File: src/rtl/snake_pkg.sv
// Shared types and constants for the snake game controller.
// Build option: define SNAKE_WRAP_EN to wrap the head around grid edges
// instead of treating an edge crossing as a wall collision.
package snake_pkg;

   localparam int GRID_SIZE = 16;
   localparam int COORD_W   = $clog2(GRID_SIZE);
   localparam int LEN_W     = 5;

   localparam logic [COORD_W-1:0] START_X   = COORD_W'(4);
   localparam logic [COORD_W-1:0] START_Y   = COORD_W'(8);
   localparam logic [COORD_W-1:0] COORD_MAX = COORD_W'(GRID_SIZE - 1);
   localparam logic [LEN_W-1:0]   LEN_MAX   = '1;

   typedef enum logic [1:0] {
      DIR_UP    = 2'd0,
      DIR_DOWN  = 2'd1,
      DIR_LEFT  = 2'd2,
      DIR_RIGHT = 2'd3
   } dir_t;

   typedef enum logic [1:0] {
      ST_IDLE = 2'd0,
      ST_PLAY = 2'd1,
      ST_DEAD = 2'd2
   } state_t;

   // Decoded joystick request: valid only for exactly one bit set.
   typedef struct packed {
      logic valid;
      dir_t dir;
   } dir_req_t;

   // Raw request bit order is {up, down, left, right}.
   function automatic dir_req_t decode_dir_req(input logic [3:0] req);
      dir_req_t r;
      r.valid = 1'b1;
      r.dir   = DIR_RIGHT;
      case (req)
         4'b1000: r.dir = DIR_UP;
         4'b0100: r.dir = DIR_DOWN;
         4'b0010: r.dir = DIR_LEFT;
         4'b0001: r.dir = DIR_RIGHT;
         default: r.valid = 1'b0;
      endcase
      return r;
   endfunction

   // True when b points straight back along a.
   function automatic logic is_reverse(input dir_t a, input dir_t b);
      logic r;
      r = 1'b0;
      case (a)
         DIR_UP:    r = (b == DIR_DOWN);
         DIR_DOWN:  r = (b == DIR_UP);
         DIR_LEFT:  r = (b == DIR_RIGHT);
         DIR_RIGHT: r = (b == DIR_LEFT);
         default:   r = 1'b0;
      endcase
      return r;
   endfunction

endpackage

File: src/rtl/move_tick.sv
// Move-rate divider: counts 0..TICK_DIV-1 while enabled and pulses tick_o
// combinationally during the last count, so the consumer acts on that edge.
// clear_i restarts the count from zero; a disabled divider holds its count.
module move_tick
   import snake_pkg::*;
#(
   parameter int TICK_DIV = 12_500_000
) (
   input  logic clk,
   input  logic reset,
   input  logic clear_i,
   input  logic en_i,
   output logic tick_o
);

   localparam int                CNT_W   = $clog2(TICK_DIV);
   localparam logic [CNT_W-1:0]  CNT_MAX = CNT_W'(TICK_DIV - 1);

   logic [CNT_W-1:0] cnt_q, cnt_d;

   assign tick_o = en_i && (cnt_q == CNT_MAX);

   // Next count: clear wins, otherwise advance and wrap while enabled.
   always_comb begin
      // NOTE: assign a default before any branch so no path leaves cnt_d
      // unassigned; an unassigned path in always_comb infers a latch.
      cnt_d = cnt_q;
      if (clear_i) begin
         cnt_d = '0;
      end else if (en_i) begin
         cnt_d = (cnt_q == CNT_MAX) ? '0 : cnt_q + CNT_W'(1);
      end
   end

   // Count register with synchronous reset.
   always_ff @(posedge clk) begin
      // NOTE: registers use non-blocking assignment so every flop samples
      // the pre-edge values regardless of statement order.
      if (reset) begin
         cnt_q <= '0;
      end else begin
         cnt_q <= cnt_d;
      end
   end

endmodule

File: src/rtl/snake_controller.sv
// Snake game controller: IDLE/PLAY/DEAD game FSM, head position, direction
// handling, apple and collision detection, paced by the move_tick divider.
// Build option: SNAKE_WRAP_EN makes the head wrap modulo the grid size;
// without it, crossing a grid edge is a wall collision.
module snake_controller
   import snake_pkg::*;
#(
   parameter int TICK_DIV = 12_500_000,
   parameter int INIT_LEN = 3
) (
   input  logic                                  clk,
   input  logic                                  reset,
   input  logic                                  start,
   input  logic [3:0]                            dir_req,
   input  logic [GRID_SIZE-1:0][GRID_SIZE-1:0]   grn_pixels,
   input  logic [COORD_W-1:0]                    apple_x,
   input  logic [COORD_W-1:0]                    apple_y,
   output logic [COORD_W-1:0]                    head_x,
   output logic [COORD_W-1:0]                    head_y,
   output logic [LEN_W-1:0]                      snake_len,
   output logic                                  step,
   output logic                                  died,
   output logic                                  apple_eaten
);

`ifdef SNAKE_WRAP_EN
   localparam bit WRAP_EN = 1'b1;
`else
   localparam bit WRAP_EN = 1'b0;
`endif

   localparam logic [LEN_W-1:0] INIT_LEN_V = LEN_W'(INIT_LEN);

   state_t               state_q, state_d;
   logic [COORD_W-1:0]   head_x_q, head_x_d;
   logic [COORD_W-1:0]   head_y_q, head_y_d;
   dir_t                 dir_q, dir_d;
   dir_t                 pend_q, pend_d;
   logic [LEN_W-1:0]     len_q, len_d;
   logic                 step_q, step_d;
   logic                 eaten_q, eaten_d;

   logic                 tick;
   logic                 start_go;
   dir_req_t             req;
   dir_t                 ref_dir;
   logic [COORD_W-1:0]   next_x, next_y;
   logic                 at_edge;
   logic                 collision;

   // A game starts only from IDLE or DEAD; start is ignored in PLAY.
   assign start_go = start && (state_q != ST_PLAY);

   move_tick #(
      .TICK_DIV (TICK_DIV)
   ) u_move_tick (
      .clk     (clk),
      .reset   (reset),
      .clear_i (start_go),
      .en_i    (state_q == ST_PLAY),
      .tick_o  (tick)
   );

   // Candidate head cell one step along the pending direction.
   always_comb begin
      next_x  = head_x_q;
      next_y  = head_y_q;
      at_edge = 1'b0;
      case (pend_q)
         DIR_UP: begin
            next_y  = head_y_q - COORD_W'(1);
            at_edge = (head_y_q == '0);
         end
         DIR_DOWN: begin
            next_y  = head_y_q + COORD_W'(1);
            at_edge = (head_y_q == COORD_MAX);
         end
         DIR_LEFT: begin
            next_x  = head_x_q - COORD_W'(1);
            at_edge = (head_x_q == '0);
         end
         DIR_RIGHT: begin
            next_x  = head_x_q + COORD_W'(1);
            at_edge = (head_x_q == COORD_MAX);
         end
         default: begin
            next_x  = head_x_q;
            next_y  = head_y_q;
         end
      endcase
   end

   // Power-of-two grid: the coordinate arithmetic above already wraps, so
   // the wrap build simply never reports an edge crossing as a wall.
   // The body bit is looked up on the wrapped cell; the tail cell counts.
   assign collision = (at_edge && !WRAP_EN) || grn_pixels[next_x][next_y];

   // Game FSM next state plus head, direction, length and pulse updates.
   always_comb begin
      state_d  = state_q;
      head_x_d = head_x_q;
      head_y_d = head_y_q;
      dir_d    = dir_q;
      pend_d   = pend_q;
      len_d    = len_q;
      step_d   = 1'b0;
      eaten_d  = 1'b0;

      // On a move edge the pending direction becomes current, so a request
      // arriving in that cycle is judged against the direction taking over.
      req     = decode_dir_req(dir_req);
      ref_dir = tick ? pend_q : dir_q;
      if (req.valid && !is_reverse(ref_dir, req.dir)) begin
         pend_d = req.dir;
      end

      case (state_q)
         ST_IDLE, ST_DEAD: begin
            if (start_go) begin
               state_d  = ST_PLAY;
               head_x_d = START_X;
               head_y_d = START_Y;
               dir_d    = DIR_RIGHT;
               pend_d   = DIR_RIGHT;
               len_d    = INIT_LEN_V;
            end
         end
         ST_PLAY: begin
            if (tick) begin
               if (collision) begin
                  // Collision beats apple; head stays where it was.
                  state_d = ST_DEAD;
               end else begin
                  head_x_d = next_x;
                  head_y_d = next_y;
                  dir_d    = pend_q;
                  step_d   = 1'b1;
                  if ((next_x == apple_x) && (next_y == apple_y)) begin
                     eaten_d = 1'b1;
                     len_d   = (len_q == LEN_MAX) ? len_q : len_q + LEN_W'(1);
                  end
               end
            end
         end
         default: begin
            state_d = ST_IDLE;
         end
      endcase
   end

   // State and datapath registers; reset returns to IDLE start values.
   always_ff @(posedge clk) begin
      if (reset) begin
         state_q  <= ST_IDLE;
         head_x_q <= START_X;
         head_y_q <= START_Y;
         dir_q    <= DIR_RIGHT;
         pend_q   <= DIR_RIGHT;
         len_q    <= INIT_LEN_V;
         step_q   <= 1'b0;
         eaten_q  <= 1'b0;
      end else begin
         state_q  <= state_d;
         head_x_q <= head_x_d;
         head_y_q <= head_y_d;
         dir_q    <= dir_d;
         pend_q   <= pend_d;
         len_q    <= len_d;
         step_q   <= step_d;
         eaten_q  <= eaten_d;
      end
   end

   assign head_x      = head_x_q;
   assign head_y      = head_y_q;
   assign snake_len   = len_q;
   assign step        = step_q;
   assign apple_eaten = eaten_q;
   assign died        = (state_q == ST_DEAD);

endmodule

File: config.mk
export PLATFORM = sky130hd
export DESIGN_NAME = snake_controller
export DESIGN_NICKNAME = d
export VERILOG_FILES = /design/src/rtl/snake_pkg.sv /design/src/rtl/move_tick.sv /design/src/rtl/snake_controller.sv
export SDC_FILE = /design/constraint.sdc
export NUM_CORES = 1
export LEC_CHECK = 0
export ABC_AREA = 1
export BUFFER_PORTS_ARGS = -buffer_cell sky130_fd_sc_hd__clkbuf_2
export CELL_PAD_IN_SITES_DETAIL_PLACEMENT = 1
export CELL_PAD_IN_SITES_GLOBAL_PLACEMENT = 1
export CORE_ASPECT_RATIO = 1.5
export CORE_MARGIN = 5
export CORE_UTILIZATION = 28
export DETAILED_ROUTE_END_ITERATION = 6
export HOLD_SLACK_MARGIN = 0.08
export PLACE_DENSITY_LB_ADDON = 0.1
export RECOVER_POWER = 25
export SYNTH_ARGS = -nofsm -noshare
export SYNTH_HDL_FRONTEND = slang
export SYNTH_HIERARCHICAL = 1
export SYNTH_SLANG_ARGS = --single-unit
File: constraint.sdc
create_clock -name clk -period 2.8 [get_ports clk]
set_input_delay 0.28 -clock clk [delete_from_list [all_inputs] [get_ports clk]]
set_output_delay 0.28 -clock clk [all_outputs]
set_load 0.02 [all_outputs]
; Yosys cells after proc, flatten, opt, wreduce, memory -nomap -nowiden
; Index checks and enable logic that the tools add are counted.
[totals]
regBits = 45
out_inout_bits = 16
wordCells = 107
[op_classes]
add_sub_neg = 6
magnitude_cmp = 2
eq_ne = 28
n_mux = 39
n_bitwise = 2
n_reduce_logical = 21
[op_table]
columns = operator, n
row1 = $bmux 16 s4, 1
row2 = $pmux 4 s2, 4
row3 = $mux 5, 5
row4 = $add 24x1->24 const B, 1
row5 = $eq 24x24->1 const B, 1
row6 = $mux 24, 1
row7 = $mux 4, 6
row8 = $mux 2, 10
row9 = $mux 16, 1
row10 = $eq 2x2->1 const B, 7
row11 = $eq 4x4->1 const B, 3
row12 = $ne 2x2->1 const B, 6
row13 = $lt 4x5->1 const B, 2
row14 = $pmux 5 s2, 1
row15 = $add 4x1->4 const B, 2
row16 = $eq 2x1->1 const B, 4
row17 = $eq 4x4->1, 2
row18 = $logic_not 2->1, 4
row19 = $logic_not 4->1, 2
row20 = $pmux 1 s4, 2
row21 = $pmux 2 s2, 2
row22 = $reduce_or 4->1, 2
row23 = $sub 4x1->4 const B, 2
row24 = $pmux 2 s3, 1
row25 = 18 further kinds, 26

; Depth between registers and ports, before layout
; Gate-level depths: netlist of run 1.
[depth]
ltp_word = 10
ltp_mapped = 24
ltp_nobuf = 22

; Cells and area by module
; The synthesis of run 1 kept the hierarchy.
[modules_own_cells]
columns = module, n_inst, cells_each, area_per_inst_um2, seq_area_each_um2
row1 = snake_controller, 1, 1047, 5104.9, 420.4
row2 = move_tick, 1, 202, 1332.5, 480.5

; Worst setup path after synthesis of run 1
; OpenSTA, ideal clock, no wires.
[synth_path]
path_kind = reg-to-reg
startpoint = register head_x_q[0] (netlist: head_x[0])
endpoint = register dir_q[0]
setup_time_ns = 0.117
arrival_time_ns = 2.922
path_slack_ns = -0.239
path_stages_with_launch = 23
n_path_buf = 3
period_less_slack_ns = 3.039
path_cell_list = dfxtp_1 > inv_2 > fa_1 > nand2_1 > o21ai_1 > inv_1 > buf_2 > buf_2 > nand3_1 > nand2_1 > nand2_1 > nand3_1 > nand3_1 > nand3_1 > nand2_1 > nand2_1 > nand3_1 > nand4_2 > nand2_4 > nand2_4 > buf_6 > a21oi_1 > nand2_1
[synth_via]
elab_chain_cells = 9
[synth_lines]
columns = item, line
row1 = "start, declared", snake_controller.sv:35  ; logic [COORD_W-1:0] head_x_q, head_x_d;
row2 = "start signal, assigned", snake_controller.sv:155  ; head_x_q <= START_X;
row3 = "start signal, assigned", snake_controller.sv:164  ; head_x_q <= head_x_d;
row4 = $add 4x1->4 / $sub 4x1->4 (equally long branches), "snake_controller.sv:83, snake_controller.sv:79"
row5 = $pmux 4 s2, snake_controller.sv:69  ; case (pend_q)
row6 = $bmux 16 s4, snake_controller.sv:96  ; assign collision = (at_edge && !WRAP_EN) || grn_pixels[next_x][next_y];
row7 = $mux 16 (not written as such), snake_controller.sv:96
row8 = $bmux 1 s4, snake_controller.sv:96
row9 = $mux 1 (not written as such), snake_controller.sv:96
row10 = $logic_or 1x1->1 (*), snake_controller.sv:96
row11 = $ne 2x2->1 (no line) (*), n/a
row12 = $reduce_and 4->1 (no line) (*), n/a
row13 = "end signal, assigned", snake_controller.sv:166  ; dir_q <= dir_d;
row14 = "end, declared", snake_controller.sv:37  ; dir_t dir_q, dir_d;
; Mark *: on every way between the ends. The rest lies on a longest branch, timed or not. The select of a mux whose other input is x is not followed.
; A chain may end at the register's enable or synchronous reset.

; Worst setup path after layout of run 1
[layout_path]
startpoint = register pend_q[1]
endpoint = register head_x_q[0] (netlist: head_x[0])
[layout_via]
elab_chain_cells = 9
[layout_lines]
columns = item, line
row1 = "start, declared", snake_controller.sv:38  ; dir_t pend_q, pend_d;
row2 = "start signal, assigned", snake_controller.sv:167  ; pend_q <= pend_d;
row3 = $eq 2x2->1, snake_controller.sv:69
row4 = $pmux 4 s2, snake_controller.sv:69
row5 = $bmux 16 s4, snake_controller.sv:96
row6 = $mux 16 (not written as such), snake_controller.sv:96
row7 = $bmux 1 s4, snake_controller.sv:96
row8 = $mux 1 (not written as such), snake_controller.sv:96
row9 = $logic_or 1x1->1, snake_controller.sv:96
row10 = $ne 2x2->1 (no line), n/a
row11 = $reduce_and 4->1 (no line), n/a
; Several ways; a longest one is shown, not always the timed one. The select of a mux whose other input is x is not followed.

==> results_dict.tcl, run 1 <==
set metrics [dict create \
    wl_met2_um 17900 \
    slowest_delay_ps 520 \
    finalInstanceArea_mm2 0.00948 \
    crit_path_top_delay_cell "fa_2" \
    post-route-period-util_pct 111 \
    finalHoldViolations 0 \
    peakVddDrop_uv 428 \
    violations "negative setup slack" \
    synthesis.area_mm2 0.00644 \
    dieWidth_um 134 \
    gp_congestion 0.839 \
    dr.pass1.iters 4 \
    path_clk_slew_ps 60 \
    cts_hold_buffers 0 \
    met3_length_um 1270 \
    multi_input_area_mm2 0.00470 \
    drc_errors 0 \
    wl_per_cell_um 17.6 \
    slew-limit-headroom_pct 48.8 \
    layout_min_cycle_time_ps 3100 \
    skew_ps 9.86 \
    p_per_area_mw_per_mm2 1090 \
    fillers 3252 \
    dr.max_layer_used "met4" \
    synth_ff_type "dfxtp_1" \
    avgViaCountPerCell 4.82 \
    antenna_left 0 \
    ys_types 44 \
    cpLargestDelayFamily "simple AND/OR/NAND/NOR gates" \
    cts_buffers 5 \
    crit_fanout 11 \
    yosysMostFrequentCell "nand2_1" \
    synth_enable_flop_cells 0 \
    antenna_found_initial 5 \
    rsz0062_at_grt "true" \
    regArea_um2 908 \
    yosys.area.top_type "nand2_1" \
    yosysSeqAreaShare_pct 14.0 \
    grt_pass1_vias 9603 \
    drv_slew 0 \
    ios 287 \
    drtIter0Drc 298 \
    num_rows 68 \
    drt-met1-wl_um 12500 \
    portBuffers 286 \
    ys_ff_latch 45 \
    finalSetupViolCount 19 \
    h-tree-depth 2 \
    synth_top_area_share_pct 26.4 \
    clock_latency_ps 300 \
    cts_tree "yes" \
    synthTopCellsByArea "nand2_1 26%, nand3_1 15%, dfxtp_1 14%, inv_1 14%, nor2_1 4.7%" \
    outcome "complete, but fails checks" \
    syn-num-nets 1529 \
    die_h_um 196 \
    cp-end-kind "flip-flop" \
    core_mm2 0.0229 \
    critPathKind "flip-flop to flip-flop" \
    initial_core_util_pct 28.1 \
    fin_ws_ps -299 \
    hold_class "input port to flip-flop" \
    max-cap-violations 0 \
    path_buf_inv 4 \
    max_freq_mhz 323 \
    dp_hpwl_um 25500 \
    syn2layout_area_growth_pct 47.3 \
    grt_usage_pct 24.0 \
    cts.path.max_buffers 2 \
    crit_arrival_ps 3320 \
    dpl_worst_slack_ps -322 \
    cts_root_buffer "clkbuf_16" \
    synth-async-reset-ratio_pct 0 \
    worst_pin_slew_ps 758 \
    grt_pass1_wl_um 50300 \
    power.leakage_uw 0.00535 \
    wirelength_um 32700 \
    synthTopCellsByCount "453 x nand2_1, 233 x inv_1, 189 x nand3_1" \
    crit_chain "nand2_4 > inv_4 > fa_2 > nand2_2 > o21ai_4 > clkinv_4 > buf_6 > buf_16 > nand3_1 > o21ai_1 > nand2_1 > nand3_2 > nand3_2 > nand3_2 > nand3_2 > nand2_2 > nand2_2 > nand4_4 > nand2_8 > nand2_8 > nand2_2 > o21ai_2 > nor2_1" \
    required_ps 3020 \
    nets 1853 \
    cp-start-kind "flip-flop" \
    yosysWarnings 6 \
    grt_remaining_overflow 0 \
    clock-sinks 45 \
    synth_area_per_cell_um2 5.15 \
    synth_cells 1249 \
    die-area_mm2 0.0262 \
    power_uw 10300 \
    grt_max_degree 61 \
    vias 8961 \
    drive_above_1_share_pct 30.9 \
    place_area_mm2 0.00854 \
]
## layout by cell type (no fill, tap or decap), types with 8 or more instances in the layout
| master | count |
|---|---|
| nand2_1 | 437 |
| a21oi_1 | 17 |
| buf_6 | 9 |
| buf_4 | 60 |
| dfxtp_1 | 41 |
| nand2_2 | 19 |
| o21ai_1 | 15 |
| nand3_2 | 44 |
| xor2_1 | 11 |
| nor2_1 | 78 |
| inv_1 | 231 |
| clkbuf_16 | 8 |
| nand3b_1 | 28 |
| clkbuf_1 | 10 |
| nor3_1 | 13 |
| buf_12 | 13 |
| nand4_1 | 12 |
| o211ai_1 | 14 |
| clkbuf_2 | 276 |
| nand3_1 | 143 |
## path summary, 6_finish.rpt
kind	slack, ps	cells after the start	to	start
worst max register to register	-300	23	head_x[0]	pend_q[1]
worst min register to register	500	2	u_move_tick/cnt_q[6]	u_move_tick/cnt_q[6]
worst min-delay path	340	3	pend_q[0]	start
worst max-delay path	-300	23	head_x[0]	pend_q[1]
## sequential cells by signal (all words and copies together) (netlist names)
signal / cells
apple_eaten: 1
step: 1
dir_q: 2
head_x: 4
u_move_tick/cnt_q: 24
head_y: 4
state_q: 2
pend_q: 2
snake_len: 5
## kinds of logic after synthesis
kind of cell / share of synthesized area (%)
AND/OR/NAND/NOR: 54.9
buffers and inverters: 19.4
AO/OA/AOI/OAI: 7.44
flip-flops: 14.0
XOR/XNOR: 2.04
adder cells (fa/ha/maj): 1.98
multiplexers: 0.155
## worst register-to-register path, stage by stage, from the launching register on
cell,delay [ps]
dfxtp_2,330
nand2_4,80
inv_4,40
fa_2,520
nand2_2,70
o21ai_4,130
clkinv_4,160
buf_6,160
buf_16,140
nand3_1,90
o21ai_1,80
nand2_1,90
nand3_2,80
nand3_2,80
nand3_2,90
nand3_2,80
nand2_2,60
nand2_2,90
nand4_4,130
nand2_8,160
nand2_8,100
nand2_2,90
o21ai_2,60
nor2_1,110
## metal layers
metal  vias up  GRT usage [%]
met5         -              0
met4         0           7.93
met3        49           2.31
met2       217           47.7
met1      4185           25.9
li1       4510              -
## power breakdown
| group | total [uW] | internal [uW] | switching [uW] |
|---|---|---|---|
| logic | 8820 | 3660 | 5160 |
| registers | 836 | 734 | 101 |
| clock network | 685 | 410 | 275 |
## final cells by class
class                           instances  share of cell area (%)
Tap cell                              280                    3.69
Antenna cell                            5                   0.132
Clock buffer                            7                    1.73
Multi-Input combinational cell        906                    49.5
Inverter                              239                    9.59
Sequential cell                        45                    9.58
Timing Repair Buffer                  376                    25.7
Clock inverter                          1                  0.0792
## stage by stage
stage / cells / TNS, ps / utilization (%) / hold slack [ps]
2_1_floorplan: 1249 / 0 / - / 428
3_3_place_gp: 1824 / -3900 / 37.3 / 467
3_5_place_dp: 1824 / -4640 / 37.3 / 481
4_1_cts: 1849 / -3000 / 40.2 / 359
5_1_grt: 1859 / -7650 / 41.4 / 368
6_report: 1859 / -4520 / 41.4 / 339
## what timing repair did
| action | 4_1_cts | 5_1_grt |
|---|---|---|
| cloned | 6 | 2 |
| gates resized for setup | 58 | 51 |
| setup endpoints to repair | 17 | 20 |
| pin swaps | 21 | 33 |
| buffers inserted | 11 | 3 |
Note: power is estimated with default switching activity, not from simulation.
==> run 2: changes to the inputs <==
--- a/config.mk
+++ b/config.mk
@@ -5,13 +5,12 @@
 export SDC_FILE = /design/constraint.sdc
 export NUM_CORES = 1
 export LEC_CHECK = 0
-export ABC_AREA = 1
 export BUFFER_PORTS_ARGS = -buffer_cell sky130_fd_sc_hd__clkbuf_2
 export CELL_PAD_IN_SITES_DETAIL_PLACEMENT = 1
 export CELL_PAD_IN_SITES_GLOBAL_PLACEMENT = 1
 export CORE_ASPECT_RATIO = 1.5
 export CORE_MARGIN = 5
-export CORE_UTILIZATION = 28
+export CORE_UTILIZATION = 33
 export DETAILED_ROUTE_END_ITERATION = 6
 export HOLD_SLACK_MARGIN = 0.08
 export PLACE_DENSITY_LB_ADDON = 0.1
==> run 2 against run 1 <==
Compared with the run above:
- the flow still finishes with violations (negative setup slack)
- register-to-register slack lost 1200 ps
- wire length up 0.74%
- sequential power fell by 23%
- non-clock buffer count rose by 81
- synthesized area rose by 9.3%
- sequential share of layout area shrank 0.86 points
- critical path type unchanged
- critical endpoint is now snake_len[2]
- largest cell class unchanged
==> results_dict.tcl, run 2 <==
set metrics [dict create \
    synth_top_area_share_pct 17.0 \
    dieWidth_um 129 \
    fin_cells 1457 \
    synthTopCellsByCount "103 x mux2i_1, 59 x nand2_1, 53 x mux4_2" \
    avgViaCountPerCell 5.84 \
    synth_area_per_cell_um2 8.89 \
    num_rows 65 \
    cts_buffers 5 \
    placed_cells 1424 \
    grt_remaining_overflow 0 \
    h-tree-depth 2 \
    dr.pass1.iters 5 \
    portBuffers 286 \
    synth_enable_flop_cells 0 \
    cts_root_buffer "clkbuf_16" \
    die-area_mm2 0.0244 \
    drtIter0Drc 383 \
    vias 8515 \
    critPathKind "flip-flop to flip-flop" \
    layout_min_cycle_time_ps 4300 \
    syn-num-nets 1071 \
    yosysWarnings 6 \
    outcome "complete, but fails checks" \
    regMostFlops "u_move_tick/cnt_q" \
    largest_reg_flops 24 \
    cp.depth 17 \
    grt_pass1_wl_um 49200 \
    drive_above_1_share_pct 52.9 \
    finalSetupViolCount 19 \
    path_clk_slew_ps 70 \
    initial_core_util_pct 33.5 \
    hold_class "input port to flip-flop" \
    skew_ps 10.4 \
    yosys.area.top_type "mux4_2" \
    crit_arrival_ps 4520 \
    final_cell_mix "276 x clkbuf_2, 147 x buf_4, 98 x mux2i_1, 57 x nand2_1, 53 x mux4_2" \
    grt_pass1_vias 9276 \
    core_mm2 0.0210 \
    required_ps 3020 \
    wirelength_um 32900 \
    cts.path.max_buffers 2 \
    drc_errors 0 \
    clock-sinks 45 \
    dp_hpwl_um 26700 \
    cp-endpoint "snake_len[2]" \
    clock_latency_ps 300 \
    drv_slew 0 \
    p_per_area_mw_per_mm2 215 \
    fin_ws_ps -1500 \
    rr_worst_depth 17 \
    violations "negative setup slack" \
    r2r_end "snake_len[2]" \
    grt_usage_pct 25.7 \
    cp-end-kind "flip-flop" \
    peakVddDrop_uv 206 \
    synth-async-reset-ratio_pct 0 \
    max_freq_mhz 233 \
    worst_pin_slew_ps 800 \
    ys_types 78 \
    antenna_found_initial 2 \
    cts_hold_buffers 0 \
    final_common_cell "clkbuf_2" \
    regToRegSetupSlack_ps -1500 \
    crit_chain "nand2_2 > inv_2 > fa_4 > and2_4 > nor2_4 > buf_6 > buf_4 > buf_6 > mux4_2 > and2_1 > o32ai_2 > nand2_1 > nor4bb_4 > buf_4 > or4_4 > or4_4 > a21oi_2" \
    fin_setup_tns_ps -25380 \
    gp_congestion 0.875 \
    syn2layout_area_growth_pct 49.2 \
    slew-limit-headroom_pct 46.6 \
    cpLargestDelayFamily "simple AND/OR/NAND/NOR gates" \
    nets 1466 \
    rsz0062_at_grt "true" \
    finalHoldViolations 0 \
    power.leakage_uw 0.00457 \
    yosysSeqAreaShare_pct 12.8 \
    grt_max_degree 50 \
    synthesis.area_mm2 0.00703 \
    post-route-period-util_pct 153 \
    r2r-start "pend_q[0]" \
    synth_cells 791 \
    synth_ff_type "dfxtp_1" \
    ios 287 \
    antenna_left 0 \
    wl_per_cell_um 22.6 \
    path_buf_inv 5 \
    slowest_delay_ps 700 \
    crit_path_top_delay_cell "fa_4" \
    cp-start-kind "flip-flop" \
    synthTopCellsByArea "mux4_2 17%, mux2i_1 15%, dfxtp_1 13%, mux2_2 4.8%, nand2_1 3.1%" \
    crit_start "pend_q[0]" \
    crit_fanout 6 \
    die_h_um 189 \
    max-cap-violations 0 \
    yosysMostFrequentCell "mux2i_1" \
    cts_tree "yes" \
    ys_ff_latch 45 \
]
[run 2: cell types whose count changed after synthesis, sizes merged, moves of 19 or more]
cell and delta:
nand2 -402, inv -221, nand3 -157, mux2i +102, mux4 +53, nor2 -48, mux2 +36, nand3b -27
a221oi +22, o22ai +19
[run 2: cell type report]
class	instances	area (um^2)
Antenna cell	2	5.00
Clock buffer	6	150
Clock inverter	2	35.0
Fill cell	2589	10500
Inverter	17	71.3
Multi-Input combinational cell	660	6110
Sequential cell	45	915
Tap cell	268	335
Timing Repair Buffer	457	2880
[run 2: worst min path at each step]
stage / end / slack [ps] / cells after the start / startpoint
6_report: state_q[0] / 310 / 3 / start
5_1_grt: step / 310 / 2 / reset
4_1_cts: state_q[0] / 290 / 3 / start
3_5_place_dp: dir_q[0] / 460 / 2 / dir_q[0]
3_3_place_gp: dir_q[0] / 450 / 2 / dir_q[0]
2_1_floorplan: state_q[0] / 350 / 1 / reset
[run 2: worst reg2reg max path: stages, from the launching register on]
cell and delay [ps]:
dfxtp_2 330, nand2_2 60, inv_2 60, fa_4 700
and2_4 210, nor2_4 140, buf_6 140, buf_4 120
buf_6 120, mux4_2 500, and2_1 180, o32ai_2 200
nand2_1 90, nor4bb_4 180, buf_4 150, or4_4 470
or4_4 440, a21oi_2 140
[run 2: metal layers]
layer	GRT usage [%]	wire length, um	vias to the layer above
met5	0	0	-
met4	11.4	1570	0
met3	3.32	1560	80
met2	49.4	18300	310
met1	27.1	11500	4199
li1	-	-	3926
[run 2: report_power, final]
group | switching [uW] | internal [uW] | total, uW
clock network | 268 | 474 | 742
logic | 405 | 466 | 872
registers | 2.65 | 641 | 644
[run 2: timing repair]
item / 4_1_cts / 5_1_grt
gates resized for setup: 39 / 65
endpoints found under the setup margin: 21 / 21
setup buffers: 16 / 9
pin swaps: 12 / 31
gates cloned: 1 / 1
[run 2: through the flow]
stage	total power (uW)	instance area, um^2	worst slack [ps]	util [%]	hold WS [ps]
floorplan	1040	7170	-1500	-	349
global placement	1450	9680	-1630	46.1	454
detailed placement	1460	9680	-1720	46.1	458
CTS	2230	10200	-1500	48.5	291
global route	2360	10500	-1630	50.0	314
finish	2260	10500	-1500	50.0	306
[run 2: logic make-up after synthesis]
kind of cell / count (synthesis) / share of synthesized area [%]
flip-flops: 45 / 12.8
AO/OA/AOI/OAI: 189 / 19.6
multiplexers: 192 / 37.4
adder cells (fa/ha/maj): 9 / 1.81
AND/OR/NAND/NOR: 244 / 18.5
buffers and inverters: 86 / 6.46
XOR/XNOR: 26 / 3.34
==> run 3: changes to the inputs <==
--- a/config.mk
+++ b/config.mk
@@ -15,6 +15,7 @@
 export HOLD_SLACK_MARGIN = 0.08
 export PLACE_DENSITY_LB_ADDON = 0.1
 export RECOVER_POWER = 25
+export SKIP_LAST_GASP = 1
 export SYNTH_ARGS = -nofsm -noshare
 export SYNTH_HDL_FRONTEND = slang
 export SYNTH_HIERARCHICAL = 1
==> run 3 against run 2 <==
Compared with the run above:
- the run still ends with negative setup slack left
- sequential share of layout area barely moved
- worst hold slack is essentially flat
- clock power barely moved
- clock skew decreased by 0.56 ps
==> results_dict.tcl, run 3 (same netlist as run 2, synthesis figures left out) <==
set metrics [dict create \
    outcome "complete, but fails checks" \
    violations "negative setup slack" \
    drv_slew 0 \
    die-area_mm2 0.0244 \
    hold_class "input port to flip-flop" \
    utilization_pct 50.1 \
    grt_pass1_vias 9288 \
    path_clk_slew_ps 70 \
    worst_pin_slew_ps 802 \
    gp_congestion 0.875 \
    wl_per_cell_um 22.5 \
    max_freq_mhz 234 \
    place_area_mm2 0.00968 \
    grt_max_degree 50 \
    cts.path.max_buffers 2 \
    dp_hpwl_um 26700 \
    crit_arrival_ps 4500 \
    dr.pass1.iters 5 \
    final_cell_mix "276 x clkbuf_2, 151 x buf_4, 98 x mux2i_1, 57 x nand2_1, 53 x mux4_2" \
    ios 287 \
    drc_errors 0 \
    clock-sinks 45 \
    p_int_uw 1590 \
    crit_fanout 6 \
    power.leakage_uw 0.00457 \
    finalSetupViolCount 19 \
    p_per_area_mw_per_mm2 216 \
    fin_cells 1460 \
    fillers 2587 \
    antenna_found_initial 2 \
    p_switching_uw 677 \
    regMostFlops "u_move_tick/cnt_q" \
    grt.busiest_layer "met2" \
    post-route-period-util_pct 153 \
    drive_above_1_share_pct 53.1 \
    peakVddDrop_uv 205 \
    finalHoldViolations 0 \
    grt_util_met1_pct 27.0 \
    required_ps 3020 \
    cts_root_buffer "clkbuf_16" \
    fin_ws_ps -1470 \
    grt_pass1_wl_um 49200 \
    critPathKind "flip-flop to flip-flop" \
    max-cap-violations 0 \
    layout_min_cycle_time_ps 4270 \
    p_sw_share_pct 29.9 \
    dieWidth_um 129 \
    drtIter0Drc 305 \
    rsz0062_at_grt "true" \
    h-tree-depth 2 \
    met2_usage_pct 49.5 \
    grt_usage_pct 25.7 \
    seq_power_share_pct 28.4 \
    syn2layout_area_growth_pct 49.4 \
    cts_tree "yes" \
    final_common_cell "clkbuf_2" \
    power_uw 2260 \
    num_rows 65 \
    nets 1469 \
    power.share.clock_pct 32.7 \
    clock_latency_ps 300 \
    cp-start-kind "flip-flop" \
    vias 8474 \
    placed_cells 1424 \
    portBuffers 286 \
    fin_hold_ws_ps 306 \
    largest_reg_flops 24 \
    share_comb_of_total_power_pct 38.9 \
    cts_buffers 5 \
    slew-limit-headroom_pct 46.5 \
    antenna_left 0 \
    skew_ps 9.81 \
    grtUsageMet3_pct 3.32 \
    wirelength_um 32900 \
    initial_core_util_pct 33.5 \
    grt_remaining_overflow 0 \
    core_mm2 0.0210 \
    cp-end-kind "flip-flop" \
    avgViaCountPerCell 5.80 \
    die_h_um 189 \
    finalInstanceArea_mm2 0.0105 \
]
-- run 3: cell types whose count changed in the layout (fill, tap and decap cells not counted), sizes merged --
| cell | delta |
|---|---|
| buf | +3 |
-- run 3: metrics by stage --
| step | setup WS [ps] | setup TNS [ps] |
|---|---|---|
| after detailed placement | -1720 | -29470 |
| after CTS | -1500 | -25340 |
| after global placement | -1630 | -28330 |
| after global routing | -1640 | -28370 |
| final | -1470 | -25340 |
| after floorplan | -1500 | -24640 |
-- run 3: layer usage --
metal | vias up | wire, um
li1 | 3937 | -
met1 | 4187 | 11400
met2 | 280 | 18400
met3 | 70 | 1680
met4 | 0 | 1460
met5 | - | 0
-- run 3: path summary, 6_finish.rpt --
check	start	end	slack, ps	cells after the start
max	pend_q[0]	snake_len[2]	-1470	17
min	start	state_q[0]	310	3
max reg2reg	pend_q[0]	snake_len[2]	-1470	17
min reg2reg	u_move_tick/cnt_q[23]	u_move_tick/cnt_q[23]	490	2
-- run 3: worst max-delay path: stages, from the launching register on --
cell and delay (ps):
dfxtp_2 330, nand2_2 60, inv_2 60, fa_4 700, and2_4 210, nor2_4 140, buf_6 140, buf_4 120
buf_6 100, mux4_2 490, mux2_4 290, o32ai_2 90, nand2_1 90, nor4bb_4 180, buf_4 150, or4_4 470
or4_4 430, a21oi_2 140
-- run 3: timing repair --
| action | CTS | global route |
|---|---|---|
| endpoints found under the setup margin | 21 | 21 |
| gates cloned | 1 | 1 |
| gates resized for setup | 35 | 62 |
| buffers inserted | 16 | 11 |
| hold buffers | 0 | 0 |
| hold endpoints to repair | 0 | 0 |
| pin swaps | 11 | 29 |
-- run 3: final cells by class --
class / count / area (um^2) / area share, %
inverters: 17 / 68.8 / 0.655
multi-input cells: 660 / 6090 / 58.0
diodes: 2 / 5.00 / 0.0476
clock buffers: 6 / 150 / 1.43
clock inverters: 2 / 35.0 / 0.334
flip-flops and latches: 45 / 915 / 8.71
repair buffers: 460 / 2910 / 27.7
well taps: 268 / 335 / 3.19
-- run 3: power groups by stage --
stage	Clock (uW)	Combinational (uW)	Sequential (uW)
after floorplan	0	384	657
after global placement	0	791	657
after detailed placement	0	804	657
after CTS	751	836	643
after global routing	779	943	644
final	741	880	644
